[config.mk]
export PLATFORM = sky130hd
export DESIGN_NAME = mem_map_tracker_flat
export DESIGN_NICKNAME = d
export VERILOG_FILES = /design/src/rtl/mem_map_tracker_if.sv /design/src/rtl/mem_map_tracker.sv /design/src/flat_wrapper.sv
export SDC_FILE = /design/constraint.sdc
export NUM_CORES = 2
export LEC_CHECK = 0
export ABC_AREA = 1
export ABC_CLOCK_PERIOD_IN_PS = 2700
export CAP_MARGIN = 20
export CELL_PAD_IN_SITES_DETAIL_PLACEMENT = 1
export CELL_PAD_IN_SITES_GLOBAL_PLACEMENT = 2
export CORE_MARGIN = 4
export CORE_UTILIZATION = 36
export DETAILED_ROUTE_END_ITERATION = 6
export PLACE_DENSITY_LB_ADDON = 0.1
export SETUP_SLACK_MARGIN = 0.15
export SLEW_MARGIN = 20
export SYNTH_ARGS = -nofsm -noshare
export SYNTH_HDL_FRONTEND = slang
export SYNTH_SLANG_ARGS = --single-unit
[constraint.sdc]
create_clock -name aclk -period 2.7 [get_ports aclk]
set_clock_uncertainty 0.05 [all_clocks]
set_input_delay 0.81 -clock aclk [delete_from_list [all_inputs] [get_ports aclk]]
set_output_delay 0.81 -clock aclk [all_outputs]
set_load 0.05 [all_outputs]
[src/rtl/mem_map_tracker_if.sv]
`default_nettype none
// ============================================================================
// Module   : mem_map_tracker_if
// Brief    : Write/lookup/flush bundle between the RAM agents and the tracker.
// Revision : 1.0 - initial release
// ============================================================================
interface mem_map_tracker_if #(
    parameter int ADDR_WIDTH   = 8,
    parameter int NB_WRAGENT   = 2,
    parameter int NB_RDAGENT   = 2,
    parameter int SELECT_WIDTH = 2
);
    logic                             flush;
    logic                             ready;
    logic [NB_WRAGENT-1:0]            wren;
    logic [NB_WRAGENT*ADDR_WIDTH-1:0] wraddr;
    logic [NB_RDAGENT-1:0]            rden;
    logic [NB_RDAGENT*ADDR_WIDTH-1:0] rdaddr;
    logic [NB_RDAGENT-1:0]            rdvalid;
    logic [NB_RDAGENT-1:0]            rdhit;
    logic [NB_RDAGENT*SELECT_WIDTH-1:0] bank_select;

    modport master (
        output flush, wren, wraddr, rden, rdaddr,
        input  ready, rdvalid, rdhit, bank_select
    );

    modport slave (
        input  flush, wren, wraddr, rden, rdaddr,
        output ready, rdvalid, rdhit, bank_select
    );
endinterface
`default_nettype wire

[src/rtl/mem_map_tracker.sv]
`default_nettype none
// ============================================================================
// Module   : mem_map_tracker
// Brief    : Shared last-writer table with pipelined bypassed lookups and a
//            flush sweep that re-initialises every row.
// Revision : 1.0 - initial release
// ============================================================================
module mem_map_tracker #(
    parameter int ADDR_WIDTH      = 8,
    parameter int RAM_DEPTH       = 2**ADDR_WIDTH,
    parameter int NB_WRAGENT      = 2,
    parameter int NB_RDAGENT      = 2,
    parameter int WRITE_COLLISION = 1,
    parameter int RD_LATENCY      = 1,
    parameter int IDX_WIDTH       = (NB_WRAGENT == 1) ? 1 : $clog2(NB_WRAGENT),
    parameter int SELECT_WIDTH    = IDX_WIDTH + WRITE_COLLISION
) (
    input  logic             aclk,
    input  logic             aresetn,
    mem_map_tracker_if.slave bus
);
    // Entry layout: {written, collision, idx}
    localparam int                    ENT_W    = IDX_WIDTH + 2;
    localparam logic [ADDR_WIDTH-1:0] LAST_PTR = ADDR_WIDTH'(RAM_DEPTH - 1);
    localparam logic [0:0]            ST_SWEEP = 1'b0;
    localparam logic [0:0]            ST_IDLE  = 1'b1;

    logic [0:0]            r_state;
    logic [ADDR_WIDTH-1:0] r_ptr;
    logic [ENT_W-1:0]      r_table [RAM_DEPTH];

    logic                  w_accept;
    logic [ADDR_WIDTH-1:0] w_wraddr [NB_WRAGENT];
    logic [NB_WRAGENT-1:0] w_wr_act;
    logic [NB_WRAGENT-1:0] w_wr_win;
    logic [NB_WRAGENT-1:0] w_wr_coll;
    logic [ENT_W-1:0]      w_wr_ent [NB_WRAGENT];

    function automatic logic in_range(input logic [ADDR_WIDTH-1:0] addr);
        return ({1'b0, addr} < (ADDR_WIDTH + 1)'(RAM_DEPTH));
    endfunction

    assign bus.ready = (r_state == ST_IDLE);
    // The flush cycle itself is already closed to traffic.
    assign w_accept  = bus.ready && !bus.flush;

    always_ff @(posedge aclk or negedge aresetn) begin
        if (!aresetn) begin
            r_state <= ST_SWEEP;
            r_ptr   <= '0;
        end else if (bus.flush) begin
            r_state <= ST_SWEEP;
            r_ptr   <= '0;
        end else if (r_state == ST_SWEEP) begin
            if (r_ptr == LAST_PTR) begin
                r_state <= ST_IDLE;
                r_ptr   <= '0;
            end else begin
                r_ptr <= r_ptr + 1'b1;
            end
        end
    end

    for (genvar a = 0; a < NB_WRAGENT; a++) begin : g_wr
        assign w_wraddr[a] = bus.wraddr[a*ADDR_WIDTH +: ADDR_WIDTH];
        assign w_wr_act[a] = bus.wren[a] && w_accept && in_range(w_wraddr[a]);
    end

    // Only the lowest-index agent on an address writes; any higher-index
    // agent on the same address marks the collision.
    always_comb begin
        for (int a = 0; a < NB_WRAGENT; a++) begin
            w_wr_win[a]  = w_wr_act[a];
            w_wr_coll[a] = 1'b0;
            for (int j = 0; j < NB_WRAGENT; j++) begin
                if ((j != a) && w_wr_act[j] && (w_wraddr[j] == w_wraddr[a])) begin
                    w_wr_coll[a] = 1'b1;
                    if (j < a) begin
                        w_wr_win[a] = 1'b0;
                    end
                end
            end
            w_wr_ent[a] = {1'b1, w_wr_coll[a] & (WRITE_COLLISION != 0), IDX_WIDTH'(a)};
        end
    end

    always_ff @(posedge aclk) begin
        if (r_state == ST_SWEEP) begin
            r_table[r_ptr] <= '0;
        end else begin
            for (int a = 0; a < NB_WRAGENT; a++) begin
                if (w_wr_win[a]) begin
                    r_table[w_wraddr[a]] <= w_wr_ent[a];
                end
            end
        end
    end

    for (genvar r = 0; r < NB_RDAGENT; r++) begin : g_rd
        logic [ADDR_WIDTH-1:0]   w_addr;
        logic [ENT_W-1:0]        w_ent;
        logic [SELECT_WIDTH-1:0] w_sel;
        logic                    w_req;
        logic                    r_vld1;
        logic                    r_hit1;
        logic [SELECT_WIDTH-1:0] r_sel1;

        assign w_addr = bus.rdaddr[r*ADDR_WIDTH +: ADDR_WIDTH];
        assign w_req  = bus.rden[r] && w_accept;

        // Downward scan so the lowest-index matching writer (the winner) is kept.
        always_comb begin
            w_ent = in_range(w_addr) ? r_table[w_addr] : '0;
            for (int a = NB_WRAGENT - 1; a >= 0; a--) begin
                if (w_wr_act[a] && (w_wraddr[a] == w_addr)) begin
                    w_ent = w_wr_ent[a];
                end
            end
        end

        if (WRITE_COLLISION != 0) begin : g_sel_coll
            assign w_sel = w_ent[ENT_W-2:0];
        end else begin : g_sel_idx
            assign w_sel = w_ent[IDX_WIDTH-1:0];
        end

        always_ff @(posedge aclk or negedge aresetn) begin
            if (!aresetn) begin
                r_vld1 <= 1'b0;
                r_hit1 <= 1'b0;
                r_sel1 <= '0;
            end else begin
                r_vld1 <= w_req;
                if (w_req) begin
                    r_hit1 <= w_ent[ENT_W-1];
                    r_sel1 <= w_sel;
                end
            end
        end

        if (RD_LATENCY == 2) begin : g_lat2
            logic                    r_vld2;
            logic                    r_hit2;
            logic [SELECT_WIDTH-1:0] r_sel2;

            always_ff @(posedge aclk or negedge aresetn) begin
                if (!aresetn) begin
                    r_vld2 <= 1'b0;
                    r_hit2 <= 1'b0;
                    r_sel2 <= '0;
                end else begin
                    r_vld2 <= r_vld1;
                    if (r_vld1) begin
                        r_hit2 <= r_hit1;
                        r_sel2 <= r_sel1;
                    end
                end
            end

            assign bus.rdvalid[r]                                     = r_vld2;
            assign bus.rdhit[r]                                       = r_hit2;
            assign bus.bank_select[r*SELECT_WIDTH +: SELECT_WIDTH]    = r_sel2;
        end else begin : g_lat1
            assign bus.rdvalid[r]                                     = r_vld1;
            assign bus.rdhit[r]                                       = r_hit1;
            assign bus.bank_select[r*SELECT_WIDTH +: SELECT_WIDTH]    = r_sel1;
        end
    end
endmodule
`default_nettype wire
[src/flat_wrapper.sv]
// flat-port wrapper written by rule: the top's interface ports become plain ports
module mem_map_tracker_flat 
#(
    parameter int ADDR_WIDTH      = 8,
    parameter int RAM_DEPTH       = 2**ADDR_WIDTH,
    parameter int NB_WRAGENT      = 2,
    parameter int NB_RDAGENT      = 2,
    parameter int WRITE_COLLISION = 1,
    parameter int RD_LATENCY      = 1,
    parameter int IDX_WIDTH       = (NB_WRAGENT == 1) ? 1 : $clog2(NB_WRAGENT),
    parameter int SELECT_WIDTH    = IDX_WIDTH + WRITE_COLLISION
)
  (aclk, aresetn, bus_flush, bus_wren, bus_wraddr, bus_rden, bus_rdaddr, bus_ready, bus_rdvalid, bus_rdhit, bus_bank_select);
  mem_map_tracker_if #(.ADDR_WIDTH(ADDR_WIDTH), .NB_WRAGENT(NB_WRAGENT), .NB_RDAGENT(NB_RDAGENT), .SELECT_WIDTH(SELECT_WIDTH)) bus_i ();
  input  logic aclk;
  input  logic aresetn;
  input wire logic [$bits(bus_i.flush)-1:0] bus_flush;
  input wire logic [$bits(bus_i.wren)-1:0] bus_wren;
  input wire logic [$bits(bus_i.wraddr)-1:0] bus_wraddr;
  input wire logic [$bits(bus_i.rden)-1:0] bus_rden;
  input wire logic [$bits(bus_i.rdaddr)-1:0] bus_rdaddr;
  output wire logic [$bits(bus_i.ready)-1:0] bus_ready;
  output wire logic [$bits(bus_i.rdvalid)-1:0] bus_rdvalid;
  output wire logic [$bits(bus_i.rdhit)-1:0] bus_rdhit;
  output wire logic [$bits(bus_i.bank_select)-1:0] bus_bank_select;
  assign bus_i.flush = bus_flush;
  assign bus_i.wren = bus_wren;
  assign bus_i.wraddr = bus_wraddr;
  assign bus_i.rden = bus_rden;
  assign bus_i.rdaddr = bus_rdaddr;
  assign bus_ready = bus_i.ready;
  assign bus_rdvalid = bus_i.rdvalid;
  assign bus_rdhit = bus_i.rdhit;
  assign bus_bank_select = bus_i.bank_select;
  mem_map_tracker #(.ADDR_WIDTH(ADDR_WIDTH), .RAM_DEPTH(RAM_DEPTH), .NB_WRAGENT(NB_WRAGENT), .NB_RDAGENT(NB_RDAGENT), .WRITE_COLLISION(WRITE_COLLISION), .RD_LATENCY(RD_LATENCY), .IDX_WIDTH(IDX_WIDTH), .SELECT_WIDTH(SELECT_WIDTH)) u_core (.aclk(aclk), .aresetn(aresetn), .bus(bus_i));
endmodule
==> results.sh <==
export IMPL_dp_hpwl_mm=186
export IMPL_synth_distinct_cells=42
export IMPL_grt_pass1_vias=55200
export IMPL_portBuffers=47
export IMPL_fin_ws_ns=0.0519
export IMPL_cp_endpoint="u_core.r_table[6][1]$_DFFE_PP_"
export IMPL_clkTransAtPathRegs_ns=0.06
export IMPL_dieArea_um2=133000
export IMPL_hold_class="input pin to async pin"
export IMPL_reg2reg_depth=17
export IMPL_vias_per_cell=5.99
export IMPL_grt_pass1_wl_mm=381
export IMPL_max_freq_mhz=378
export IMPL_rsz0062_at_grt="yes"
export IMPL_dpl_cell_count=9041
export IMPL_required_ns=3.08
export IMPL_period_share=0.981
export IMPL_power_density_nw_per_um2=482
export IMPL_vias=55900
export IMPL_yosysTopAreaCell="dfxtp_1"
export IMPL_syn_area_per_cell_um2=6.68
export IMPL_drc=0
export IMPL_post_route_min_period_ns=2.65
export IMPL_cts_tree="built"
export IMPL_fp_coreArea_um2=126000
export IMPL_synth_area_um2=45800
export IMPL_worstSetupEndpointType="register"
export IMPL_maxCapViolCount=0
export IMPL_drt_pass1_iter_count=6
export IMPL_antenna_found_initial=8
export IMPL_yosys_top_cells_area="dfxtp_1, edfxtp_1, nand2_1, nand3_1, o21ai_0"
export IMPL_synth_seq_area_share=0.401
export IMPL_cts_root_buf="clkbuf_16"
export IMPL_place_gp_congestion=0.983
export IMPL_grt_usage=0.390
export IMPL_syn_num_nets=6886
export IMPL_finalPower_mw=30.4
export IMPL_worstPathMaxFanout=8
export IMPL_clock_sinks=785
export IMPL_outcome="completed"
export IMPL_drt_iter0_markers=6771
export IMPL_h_tree_depth=3
export IMPL_nFillCells=15700
export IMPL_start_kind="register"
export IMPL_worstSetupStartpoint="u_core.bus.ready$_DFF_PN0_"
export IMPL_nets=7628
export IMPL_crit_arrival_ns=3.03
export IMPL_multi_input_area_um2=25100
export IMPL_async_flop_share=0.0217
export IMPL_fin_util=0.500
export IMPL_die_x_um=365
export IMPL_synth_cells_most_frequent="nand2_1, nand3_1, nor2_1"
export IMPL_syn2layout_area_growth_pct=37.5
export IMPL_drv_slew=0
export IMPL_synth_edf_count=256
export IMPL_r2r_end="u_core.r_table[6][1]$_DFFE_PP_"
export IMPL_rrSetupSlack_ns=0.05
export IMPL_crit_type="register to register"
export IMPL_synthFlopType="dfxtp_1"
export IMPL_p_leak_nw=26.5
export IMPL_slew_headroom=0.601
export IMPL_tns_ns=0
export IMPL_final_antenna_net_count=0
export IMPL_finish_cell_count_without_fillers=9328
export IMPL_die_y_um=365
export IMPL_finalSetupViolCount=0
export IMPL_cts_inserted_buffers=97
export IMPL_tightest_slew_ns=0.601
export IMPL_post_synth_top_count_cell="nand2_1"
export IMPL_final_seq_area_um2=18400
export IMPL_finalHoldViolations=0
export IMPL_r2r_start="u_core.bus.ready$_DFF_PN0_"
export IMPL_peakVddDrop_v=0.000521
export IMPL_wire_per_inst_um=29.0
export IMPL_synthDominantCellAreaShare=0.224
export IMPL_clock_latency_ns=0.73
export IMPL_initial_utilization=0.364
export IMPL_row_count=130
export IMPL_io_pins=48
export IMPL_syn_instance_count=6846
export IMPL_grt_overflow_total=0
export IMPL_place_ws_ns=-0.941
export IMPL_ys_warn_count=0
export IMPL_drive_gt1_frac=0.235
export IMPL_synth_seq_cells=785
export IMPL_wirelength_mm=270
export IMPL_grt_max_degree=72
export IMPL_cts_buffer_depth=3
-- area by class of cell --
cell class	instances	area share
Multi-Input combinational cell	5152	0.398
Sequential cell	785	0.292
Timing Repair Buffer	1176	0.200
Clock buffer	147	0.0453
Tap cell	1650	0.0328
Inverter	370	0.0243
Clock inverter	35	0.00670
Timing Repair inverter	6	0.000716
Antenna cell	7	0.000278
-- worst max-delay path: stages, from the launching register on --
cell and delay, ns:
dfrtp_2 0.38, inv_4 0.05, nor2_8 0.15, nand2_8 0.10, inv_12 0.08, buf_8 0.10
nand2_4 0.04, o21ai_4 0.13, inv_2 0.11, buf_4 0.16, nor2_4 0.10, inv_4 0.08
nor2_4 0.25, inv_4 0.12, buf_12 0.17, nor2_1 0.13, inv_1 0.08, nand2_1 0.08
-- per-stage QoR --
stage	hold WS, ns	area [um2]
final	0.399	62900
after global routing	0.404	62900
after CTS	0.365	61200
after detailed placement	0.405	57000
after global placement	0.392	57000
after floorplan	0.380	46100
-- layer usage --
metal / wire length (um) / global-route usage / share of wire / vias to the layer above
li1: - / - / - / 24500
met1: 107000 / 0.501 / 0.40 / 27700
met2: 118000 / 0.610 / 0.44 / 2943
met3: 26200 / 0.0765 / 0.097 / 778
met4: 18900 / 0.227 / 0.070 / 2
met5: 40 / 0 / 0.00015 / -
-- logic make-up (layout without fill, tap and decap cells) --
family                     count (synthesis)  after routing  share of synthesized area
and+or+nand+nor                         3992           3992                      0.371
AOI/OAI and AO/OA                       1146           1146                      0.145
buffers and inverters                    909           1734                     0.0805
DFF                                      785            785                      0.401
xor gates and xnor gates                  13             13                    0.00249
adders and majority gates                  1              1                   0.000273
other                                      0              7                          0
-- cell usage in the layout (no fill, tap or decap), types with 16 or more instances in the layout --
cell type / count
nand2_2: 40
clkdlybuf4s50_1: 21
o221ai_1: 18
nor2_1: 528
dfxtp_1: 512
edfxtp_1: 256
o21ai_0: 525
nor3_1: 90
inv_2: 143
clkbuf_1: 31
dfrtp_1: 16
buf_4: 831
o21ai_1: 86
o211ai_1: 202
nand2_1: 1933
nor2_4: 103
nand3_1: 1116
o22ai_1: 128
clkinv_2: 18
o21ai_2: 17
nor2_2: 93
a21oi_1: 123
buf_6: 33
nand4_1: 20
clkbuf_16: 112
buf_12: 235
inv_4: 19
inv_1: 185
nor3_2: 19
a22oi_1: 26
-- registers in the layout (all words and copies together), names as in the netlist --
signal,count
u_core.g_rd.r_sel1,4
u_core.g_rd.r_hit1,2
u_core.bus.ready,1
u_core.r_ptr,8
u_core.g_rd.r_vld1,2
u_core.r_table,768
-- worst min-delay path by stage --
stage	to	slack, ns	cells past startpoint
after CTS	u_core.g_rd[1].r_vld1$_DFF_PN0_	0.36	2
final	u_core.g_rd[1].r_vld1$_DFF_PN0_	0.40	2
after global routing	u_core.g_rd[1].r_vld1$_DFF_PN0_	0.40	2
after detailed placement	u_core.r_table[178][0]$_SDFFE_PP1P_	0.40	2
after floorplan	u_core.r_table[161][0]$_SDFFE_PP1P_	0.38	2
after global placement	u_core.r_table[33][0]$_SDFFE_PP1P_	0.39	2
-- where the power goes --
group / internal (mW) / switching, mW
sequential: 12.2 / 0.0437
combinational: 1.46 / 2.83
clock: 8.05 / 5.77
total: 21.7 / 8.65
-- what timing repair did --
item / 4_1_cts / 5_1_grt
hold buffers: 0 / 0
gates cloned: 13 / 13
setup endpoints to repair: 966 / 770
buffers inserted: 36 / 36
gates resized for setup: 101 / 343
pin swaps: 17 / 60
No activity file was read; power rests on OpenSTA's default activity.
